==> src/rtl/truth_table_sweeper_if.sv <==
// Start/done handshake plus function-under-test wiring between a controller
// (master) and the truth-table sweeper (slave).
interface truth_table_sweeper_if #(
  parameter int N_IN = 2
);
  localparam int W = 1 << N_IN;

  logic            start;
  logic            abort;
  logic [W-1:0]    expected;
  logic [N_IN-1:0] dut_in;
  logic            dut_out;
  logic            busy;
  logic            done;
  logic [W-1:0]    truth;
  logic            pass;
  logic [N_IN-1:0] fail_idx;

  modport master (
    output start, abort, expected, dut_out,
    input  dut_in, busy, done, truth, pass, fail_idx
  );

  modport slave (
    input  start, abort, expected, dut_out,
    output dut_in, busy, done, truth, pass, fail_idx
  );
endinterface

==> src/rtl/truth_table_sweeper.sv <==
// Steps a combinational function through all 2**N_IN input vectors, captures
// its output per vector after SETTLE extra cycles and grades it against a table.
module truth_table_sweeper #(
  parameter int N_IN   = 2,
  parameter int SETTLE = 1
) (
  input  logic                 clk,
  input  logic                 reset,
  truth_table_sweeper_if.slave bus
);
  localparam int              W        = 1 << N_IN;
  localparam logic [N_IN-1:0] IDX_LAST = N_IN'(W - 1);
  localparam logic [N_IN-1:0] IDX_ONE  = N_IN'(1);
  localparam logic [3:0]      CNT_INIT = 4'(SETTLE);

  typedef enum logic [1:0] {
    ST_IDLE,
    ST_WAIT,
    ST_DONE
  } state_e;

  state_e          state_q, state_d;
  logic [N_IN-1:0] idx_q, idx_d;
  logic [3:0]      cnt_q, cnt_d;
  logic [N_IN-1:0] dut_in_q, dut_in_d;
  logic [W-1:0]    truth_q, truth_d;
  logic [W-1:0]    exp_q, exp_d;
  logic            pass_q, pass_d;
  logic [N_IN-1:0] fail_idx_q, fail_idx_d;

  logic [W-1:0]    mismatch;
  logic            pass_calc;
  logic [N_IN-1:0] fail_calc;

  assign mismatch  = truth_q ^ exp_q;
  assign pass_calc = (mismatch == '0);

  // Scan from the top down so the lowest mismatching index wins.
  always_comb begin
    fail_calc = '0;
    for (int i = W - 1; i >= 0; i--) begin
      if (mismatch[i]) fail_calc = N_IN'(i);
    end
  end

  always_comb begin
    // NOTE: every _d starts as its _q so no path through the case leaves a
    // signal unassigned, which would otherwise infer a latch.
    state_d    = state_q;
    idx_d      = idx_q;
    cnt_d      = cnt_q;
    dut_in_d   = dut_in_q;
    truth_d    = truth_q;
    exp_d      = exp_q;
    pass_d     = pass_q;
    fail_idx_d = fail_idx_q;

    unique case (state_q)
      ST_IDLE: begin
        if (bus.start) begin
          exp_d      = bus.expected;
          truth_d    = '0;
          pass_d     = 1'b0;
          fail_idx_d = '0;
          idx_d      = '0;
          dut_in_d   = '0;
          cnt_d      = CNT_INIT;
          state_d    = ST_WAIT;
        end
      end

      ST_WAIT: begin
        // Abort wins over a sample falling on the same edge.
        if (bus.abort) begin
          state_d  = ST_IDLE;
          pass_d   = 1'b0;
          dut_in_d = '0;
          idx_d    = '0;
          cnt_d    = '0;
        end else if (cnt_q != 4'd0) begin
          cnt_d = cnt_q - 4'd1;
        end else begin
          truth_d[idx_q] = bus.dut_out;
          if (idx_q == IDX_LAST) begin
            state_d = ST_DONE;
          end else begin
            idx_d    = idx_q + IDX_ONE;
            dut_in_d = idx_q + IDX_ONE;
            cnt_d    = CNT_INIT;
          end
        end
      end

      ST_DONE: begin
        pass_d     = pass_calc;
        fail_idx_d = fail_calc;
        state_d    = ST_IDLE;
      end

      default: state_d = ST_IDLE;
    endcase
  end

  always_ff @(posedge clk) begin
    // NOTE: state registers use non-blocking assignment so every flop samples
    // the pre-edge value regardless of statement order.
    if (reset) begin
      state_q    <= ST_IDLE;
      idx_q      <= '0;
      cnt_q      <= '0;
      dut_in_q   <= '0;
      truth_q    <= '0;
      exp_q      <= '0;
      pass_q     <= 1'b0;
      fail_idx_q <= '0;
    end else begin
      state_q    <= state_d;
      idx_q      <= idx_d;
      cnt_q      <= cnt_d;
      dut_in_q   <= dut_in_d;
      truth_q    <= truth_d;
      exp_q      <= exp_d;
      pass_q     <= pass_d;
      fail_idx_q <= fail_idx_d;
    end
  end

  // The verdict is live during the done pulse and held from its register after.
  assign bus.dut_in   = dut_in_q;
  assign bus.busy     = (state_q == ST_WAIT);
  assign bus.done     = (state_q == ST_DONE);
  assign bus.truth    = truth_q;
  assign bus.pass     = (state_q == ST_DONE) ? pass_calc : pass_q;
  assign bus.fail_idx = (state_q == ST_DONE) ? fail_calc : fail_idx_q;

endmodule

==> src/flat_wrapper.sv <==
// flat-port wrapper written by rule: the top's interface ports become plain ports
module truth_table_sweeper_flat 
#(
  parameter int N_IN   = 2,
  parameter int SETTLE = 1
)
  (clk, reset, bus_start, bus_abort, bus_expected, bus_dut_out, bus_dut_in, bus_busy, bus_done, bus_truth, bus_pass, bus_fail_idx);
  truth_table_sweeper_if #(.N_IN(N_IN)) bus_i ();
  input  logic clk;
  input  logic reset;
  input wire logic [$bits(bus_i.start)-1:0] bus_start;
  input wire logic [$bits(bus_i.abort)-1:0] bus_abort;
  input wire logic [$bits(bus_i.expected)-1:0] bus_expected;
  input wire logic [$bits(bus_i.dut_out)-1:0] bus_dut_out;
  output wire logic [$bits(bus_i.dut_in)-1:0] bus_dut_in;
  output wire logic [$bits(bus_i.busy)-1:0] bus_busy;
  output wire logic [$bits(bus_i.done)-1:0] bus_done;
  output wire logic [$bits(bus_i.truth)-1:0] bus_truth;
  output wire logic [$bits(bus_i.pass)-1:0] bus_pass;
  output wire logic [$bits(bus_i.fail_idx)-1:0] bus_fail_idx;
  assign bus_i.start = bus_start;
  assign bus_i.abort = bus_abort;
  assign bus_i.expected = bus_expected;
  assign bus_i.dut_out = bus_dut_out;
  assign bus_dut_in = bus_i.dut_in;
  assign bus_busy = bus_i.busy;
  assign bus_done = bus_i.done;
  assign bus_truth = bus_i.truth;
  assign bus_pass = bus_i.pass;
  assign bus_fail_idx = bus_i.fail_idx;
  truth_table_sweeper #(.N_IN(N_IN), .SETTLE(SETTLE)) u_core (.clk(clk), .reset(reset), .bus(bus_i));
endmodule
==> config.mk <==
export PLATFORM = sky130hd
export DESIGN_NAME = truth_table_sweeper_flat
export DESIGN_NICKNAME = d
export VERILOG_FILES = /design/src/rtl/truth_table_sweeper_if.sv /design/src/rtl/truth_table_sweeper.sv /design/src/flat_wrapper.sv
export SDC_FILE = /design/constraint.sdc
export NUM_CORES = 1
export LEC_CHECK = 0
export CORE_MARGIN = 3
export CORE_UTILIZATION = 53
export CTS_BUF_LIST = sky130_fd_sc_hd__clkbuf_8
export CTS_CLUSTER_SIZE = 12
export DETAILED_ROUTE_END_ITERATION = 10
export GPL_TIMING_DRIVEN = 1
export PLACE_DENSITY = 0.83
export SLEW_MARGIN = 0
export SYNTH_ARGS = -nofsm -noshare
export SYNTH_HDL_FRONTEND = slang
export SYNTH_SLANG_ARGS = --single-unit
==> constraint.sdc <==
create_clock -name clk -period 1.61 [get_ports clk]
set_input_delay 0.161 -clock clk [delete_from_list [all_inputs] [get_ports clk]]
set_output_delay 0.161 -clock clk [all_outputs]
set_load 0.02 [all_outputs]
* After elaboration in Yosys (flattened, before gate mapping)
Cells that the tools add are included.
** Storage, ports and cells
- Bits in registers :: 19
- Latch bits :: 0
- Memory bits (writable) :: 0
- ROM bits :: 0
- Output and inout bits :: 11
- Word-level logic and storage cells :: 69
- Memories :: 0
** Operators by class
- Add/subtract/negate cells :: 2
- Multiply operators :: 0
- Divide/modulo/power cells :: 0
- Order comparisons :: 2
- Equal/unequal tests :: 11
- Shift-type cells :: 0
- Multiplexer cells :: 32
- Bitwise operators :: 1
- Reduce and logical (&&, ||, !) cells :: 14
** Operator list (number)
- 4-bit two-way mux :: 7
- 2-bit two-way mux :: 13
- 4-bit case mux with 2 select lines :: 2
- 2-bit case mux with 2 select lines :: 3
- 3-bit AND reduction :: 3
- 2-bit inequality test (second input constant) :: 4
- 4-bit AND reduction :: 2
- 3-bit inequality test (second input constant) :: 2
- 4-bit bitwise mux :: 1
- 2-bit equality test (second input constant) :: 2
- 4-bit logical NOT :: 1
- 1-bit two-way mux :: 4
- 4-bit by 3-bit inequality test with 1-bit output (second input constant) :: 1
- 2-bit AND reduction :: 2
- 2-bit nonzero test :: 2
- 4-bit nonzero test :: 1
- 4-bit by 1-bit subtractor with 4-bit output (second input constant) :: 1
- 4-bit XOR :: 1
- 2-bit by 3-bit less-than comparator with 1-bit output (second input constant) :: 1
- 3-bit by 2-bit inequality test with 1-bit output (second input constant) :: 1
- 1-bit case mux with 3 select lines :: 1
- 3-bit nonzero test :: 1
- 2-bit by 1-bit adder with 2-bit output (second input constant) :: 1
- 1-bit demux with 2-bit select :: 1
- other kinds (4) :: 4

* Logic depth before layout (Yosys ltp)
Gate-level depths: netlist of run 1.
- Depth after elaboration :: 8
- Mapped depth :: 5
- Depth with buffers taken out :: 5

* Least setup slack after synthesis of run 1
No wires, ideal clock.
- Path type :: reg2out
- Start point :: reg u_core.state_q[0]
- End point :: out bus_fail_idx[1]
- Arrival :: 1507 ps
- Setup slack :: -58 ps
- Cell stages (with the launch flop) :: 6
- Cell sequence :: dfxtp_1 buf_4 nand2b_1 inv_1 nand3_1 o21ai_0
** On the way
- Cells in the longest elaborated chain, start to end :: 2
** RTL lines
- from (decl) :: line truth_table_sweeper.sv:22 : state_e state_q, state_d;
- from (signal assigned) :: line truth_table_sweeper.sv:117 : state_q <= state_d;
- 2-bit equality test
- via bus_done :: line flat_wrapper.sv:17 : output wire logic [$bits(bus_i.done)-1:0] bus_done;
- 2-bit two-way mux :: line truth_table_sweeper.sv:134 : assign bus.fail_idx = (state_q == ST_DONE) ? fail_calc : fail_idx_q;
- to (decl) :: line flat_wrapper.sv:20 : output wire logic [$bits(bus_i.fail_idx)-1:0] bus_fail_idx;
The timed path passes the listed nets, and every way through them passes these cells.

* Worst setup path after layout of run 1
- Start point :: reg u_core.truth_q[2], in the netlist u_core.bus.truth[2]
- End point :: out bus_fail_idx[1]
** On the way
- Cells in the longest elaborated chain, start to end :: 5
** RTL lines
- from (decl) :: line truth_table_sweeper.sv:26 : logic [W-1:0] truth_q, truth_d;
- from (signal assigned) :: line truth_table_sweeper.sv:121 : truth_q <= truth_d;
- 4-bit XOR :: line truth_table_sweeper.sv:35 : assign mismatch = truth_q ^ exp_q;
- 2-bit two-way mux (3 in a row) :: line truth_table_sweeper.sv:42 : if (mismatch[i]) fail_calc = N_IN'(i);
- 2-bit two-way mux :: line truth_table_sweeper.sv:134
No other way between the ends.

==> impl_metrics.json, run 1 <==
{
  "syn_nets": 140,
  "gp_congestion": 0.817,
  "drc_errors": 0,
  "outcome": "finished, final reports clean",
  "timing.rr.end": "u_core.idx_q[0]",
  "synthArstFlopShare_pct": 0,
  "clk_latency_ns": 0.26,
  "drtIter0Drc": 31,
  "cts_buffer_depth": 2,
  "synth.most_common_cell": "dfxtp_1",
  "fin_util_pct": 83.3,
  "ant_nets": 0,
  "place_ws_ns": -0.0970,
  "dpl.hpwl_um": 2110,
  "crit_family": "flip-flops",
  "reg2reg_setup_slack_ns": 0.07,
  "cp_num_buf_inv": 1,
  "min_period_ns": 1.55,
  "synth_seq_cells": 19,
  "synth_top_cell_by_area": "dfxtp_1",
  "clock_sinks": 19,
  "worstReg2RegStart": "u_core.cnt_q[1]",
  "grt_pass1_vias": 1142,
  "vias": 1118,
  "coreArea_sq_um": 1820,
  "initial_utilization_pct": 59.7,
  "hold_depth": 3,
  "max_stage_delay_ns": 0.34,
  "synth_ff_type": "dfxtp_1",
  "clkTransAtPathRegs_ns": 0.08,
  "drv_cap": 0,
  "synthToLayoutAreaGrowth_pct": 39.6,
  "viasPerCell": 6.01,
  "synth.distinct_cells": 38,
  "final_max_slew_viol_count": 0,
  "worst_pin_slew_ns": 0.412,
  "synth-edff-count": 0,
  "fp.dieArea_sq_um": 2630,
  "overflow": 0,
  "nets": 177,
  "fillCellCount": 107,
  "cts_tree": "built",
  "max_slew_margin_pct": 72.2,
  "htreeDepth": 1,
  "finalHoldViolCount": 0,
  "leakagePower_nw": 0.611,
  "syn-cell-area_sq_um": 1090,
  "num_antenna_cells": 0,
  "finalSetupViolations": 0,
  "period_share_pct": 96.5,
  "min-delay-start": "bus_expected[3]",
  "setup_tns_ns": 0,
  "dr.pass1.iters": 4,
  "avgRoutedWirePerCell_um": 17.4,
  "p_total_mw": 1.06,
  "antenna_found_initial": 0,
  "setup_slack_ns": 0.0558,
  "synth_seq_area_share_pct": 35.0,
  "grt_max_degree": 13,
  "crit_path_end_kind": "output port",
  "grt_pass1_wl_um": 5250,
  "worstPathArrival_ns": 1.39,
  "ys_warn_count": 0,
  "die_height_um": 51.3,
  "holdPathEnd": "u_core.exp_q[3]",
  "drive_gt1_share_pct": 28.0,
  "crit_chain": "xnor2_2, nor2b_1, o21ai_2, clkdlybuf4s15_2",
  "die_width_um": 51.3,
  "yosys.area.top_type_share_pct": 35.0,
  "root_buffer": "clkbuf_8",
  "routed_wl_um": 3240,
  "slowest_stage": "dfxtp_1",
  "placement.io_buffers": 19,
  "critPathRequiredTime_ns": 1.45,
  "ios": 20,
  "numCtsBuffers": 3,
  "fp-row-count": 15,
  "fmax_ghz": 0.643,
  "worstSetupStartpointType": "flip-flop",
  "hp-class": "in -> reg",
  "fin_skew_ns": 0.00399,
  "ys_top_cells_by_count": "dfxtp_1, nand2_1, nand3_1, inv_1, a21oi_1",
  "track_usage_pct": 27.1,
  "powerDensity_nw_per_um2": 699,
  "worst-setup-path-type": "reg -> out",
  "ys_top_cells_by_area": "dfxtp_1, ha_1, nand2_1",
  "synthCells": 125,
  "irDropWorstVdd_uv": 649,
  "rr_worst_depth": 5,
  "avgSynthCellArea_sq_um": 8.69,
  "critPathMaxFanout": 3
}
-- cell families (layout without fill, tap and decap cells) --
logic type / Yosys count / count (layout) / synth area share (%)
adders and majority gates: 6 / 6 / 6.91
xor gates and xnor gates: 4 / 4 / 3.23
buffers and inverters: 15 / 51 / 6.34
and+or+nand+nor: 49 / 49 / 26.7
DFF: 19 / 19 / 35.0
muxes: 5 / 5 / 4.61
AOI/OAI and AO/OA: 27 / 27 / 17.2
-- cell usage in the layout, fill, tap and decap left out, types with 2 or more instances in the layout --
cell type and instances:
o31ai_1 2, inv_1 7, or4_1 2, nor2b_1 2, o221ai_1 3, nand2_1 16
a31oi_1 2, dlygate4sd2_1 2, nor3b_2 2, o32ai_1 2, ha_1 4, a21oi_1 8
clkbuf_8 3, xnor2_2 3, mux2i_1 5, nand4_1 2, buf_4 20, o21ai_1 2
or3b_2 2, nand2b_1 4, nor3_1 2, nand3_1 9, inv_2 2, dfxtp_1 19
clkdlybuf4s50_1 14
-- layer usage --
metal  global-route usage [%]  up-vias  part of all wire [%]
li1                         -      522                     -
met3                     4.08        8                   6.3
met1                     31.3      532                    38
met5                        0        -                     0
met2                     48.7       56                    53
met4                     12.7        0                   2.3
-- worst max path at each step --
stage,from,endpoint,slack (ns),cells past startpoint
5_1_grt,u_core.cnt_q[1],u_core.idx_q[1],-0.01,5
6_report,u_core.bus.truth[2],bus_fail_idx[1],0.06,4
3_3_place_gp,u_core.bus.truth[0],bus_pass,-0.03,4
2_1_floorplan,u_core.state_q[0],bus_fail_idx[1],-0.06,5
4_1_cts,u_core.bus.truth[3],bus_fail_idx[0],0.008,4
3_5_place_dp,u_core.bus.truth[1],bus_fail_idx[1],-0.1,4
-- report_power, final --
group | internal [mW] | switching (mW) | total [mW]
Combinational | 0.106 | 0.113 | 0.219
Clock | 0.172 | 0.171 | 0.344
Sequential | 0.484 | 0.0141 | 0.498
Total | 0.762 | 0.298 | 1.06
-- cell type report --
cell class	instances	area [sq um]	area share, %
clock buffers	3	41.3	2.72
clock inverters	1	5.00	0.330
inverters	9	33.8	2.23
multi-input cells	91	701	46.2
flip-flops and latches	19	380	25.1
well taps	25	31.3	2.06
repair buffers	38	324	21.4
-- timing repair --
action | 4_1_cts | 5_1_grt
resized for setup | 18 | 16
hold buffers | 0 | 0
setup endpoints to repair | 8 | 9
buffers inserted | 0 | 0
pin swaps | 1 | 3
-- state kept, by name, summed over array words and instances (netlist names) --
register           flops
u_core.bus.truth       4
u_core.cnt_q           4
u_core.exp_q           4
u_core.fail_idx_q      2
u_core.idx_q           2
u_core.state_q         2
u_core.pass_q          1
-- stage by stage --
step,cell area [sq um],instances,hold WS [ns]
6_report,1520,186,0.475
5_1_grt,1520,186,0.479
4_1_cts,1480,186,0.463
3_5_place_dp,1420,182,0.464
3_3_place_gp,1420,182,0.449
2_1_floorplan,1090,125,0.297
-- worst min-delay path, stage by stage --
cell and delay, ns:
clkdlybuf4s50_1 0.41, nand2_1 0.06, a21oi_1 0.06
Note: power is estimated with default switching activity, not from simulation.
==> inputs of run 2 (changes only) <==
--- a/config.mk
+++ b/config.mk
@@ -8,6 +8,7 @@
 export CORE_MARGIN = 3
 export CORE_UTILIZATION = 53
 export CTS_BUF_LIST = sky130_fd_sc_hd__clkbuf_8
+export CTS_CLUSTER_DIAMETER = 120
 export CTS_CLUSTER_SIZE = 12
 export DETAILED_ROUTE_END_ITERATION = 10
 export GPL_TIMING_DRIVEN = 1
==> results of run 2 <==
Final layout, timing and power as in run 1 (identical DEF).
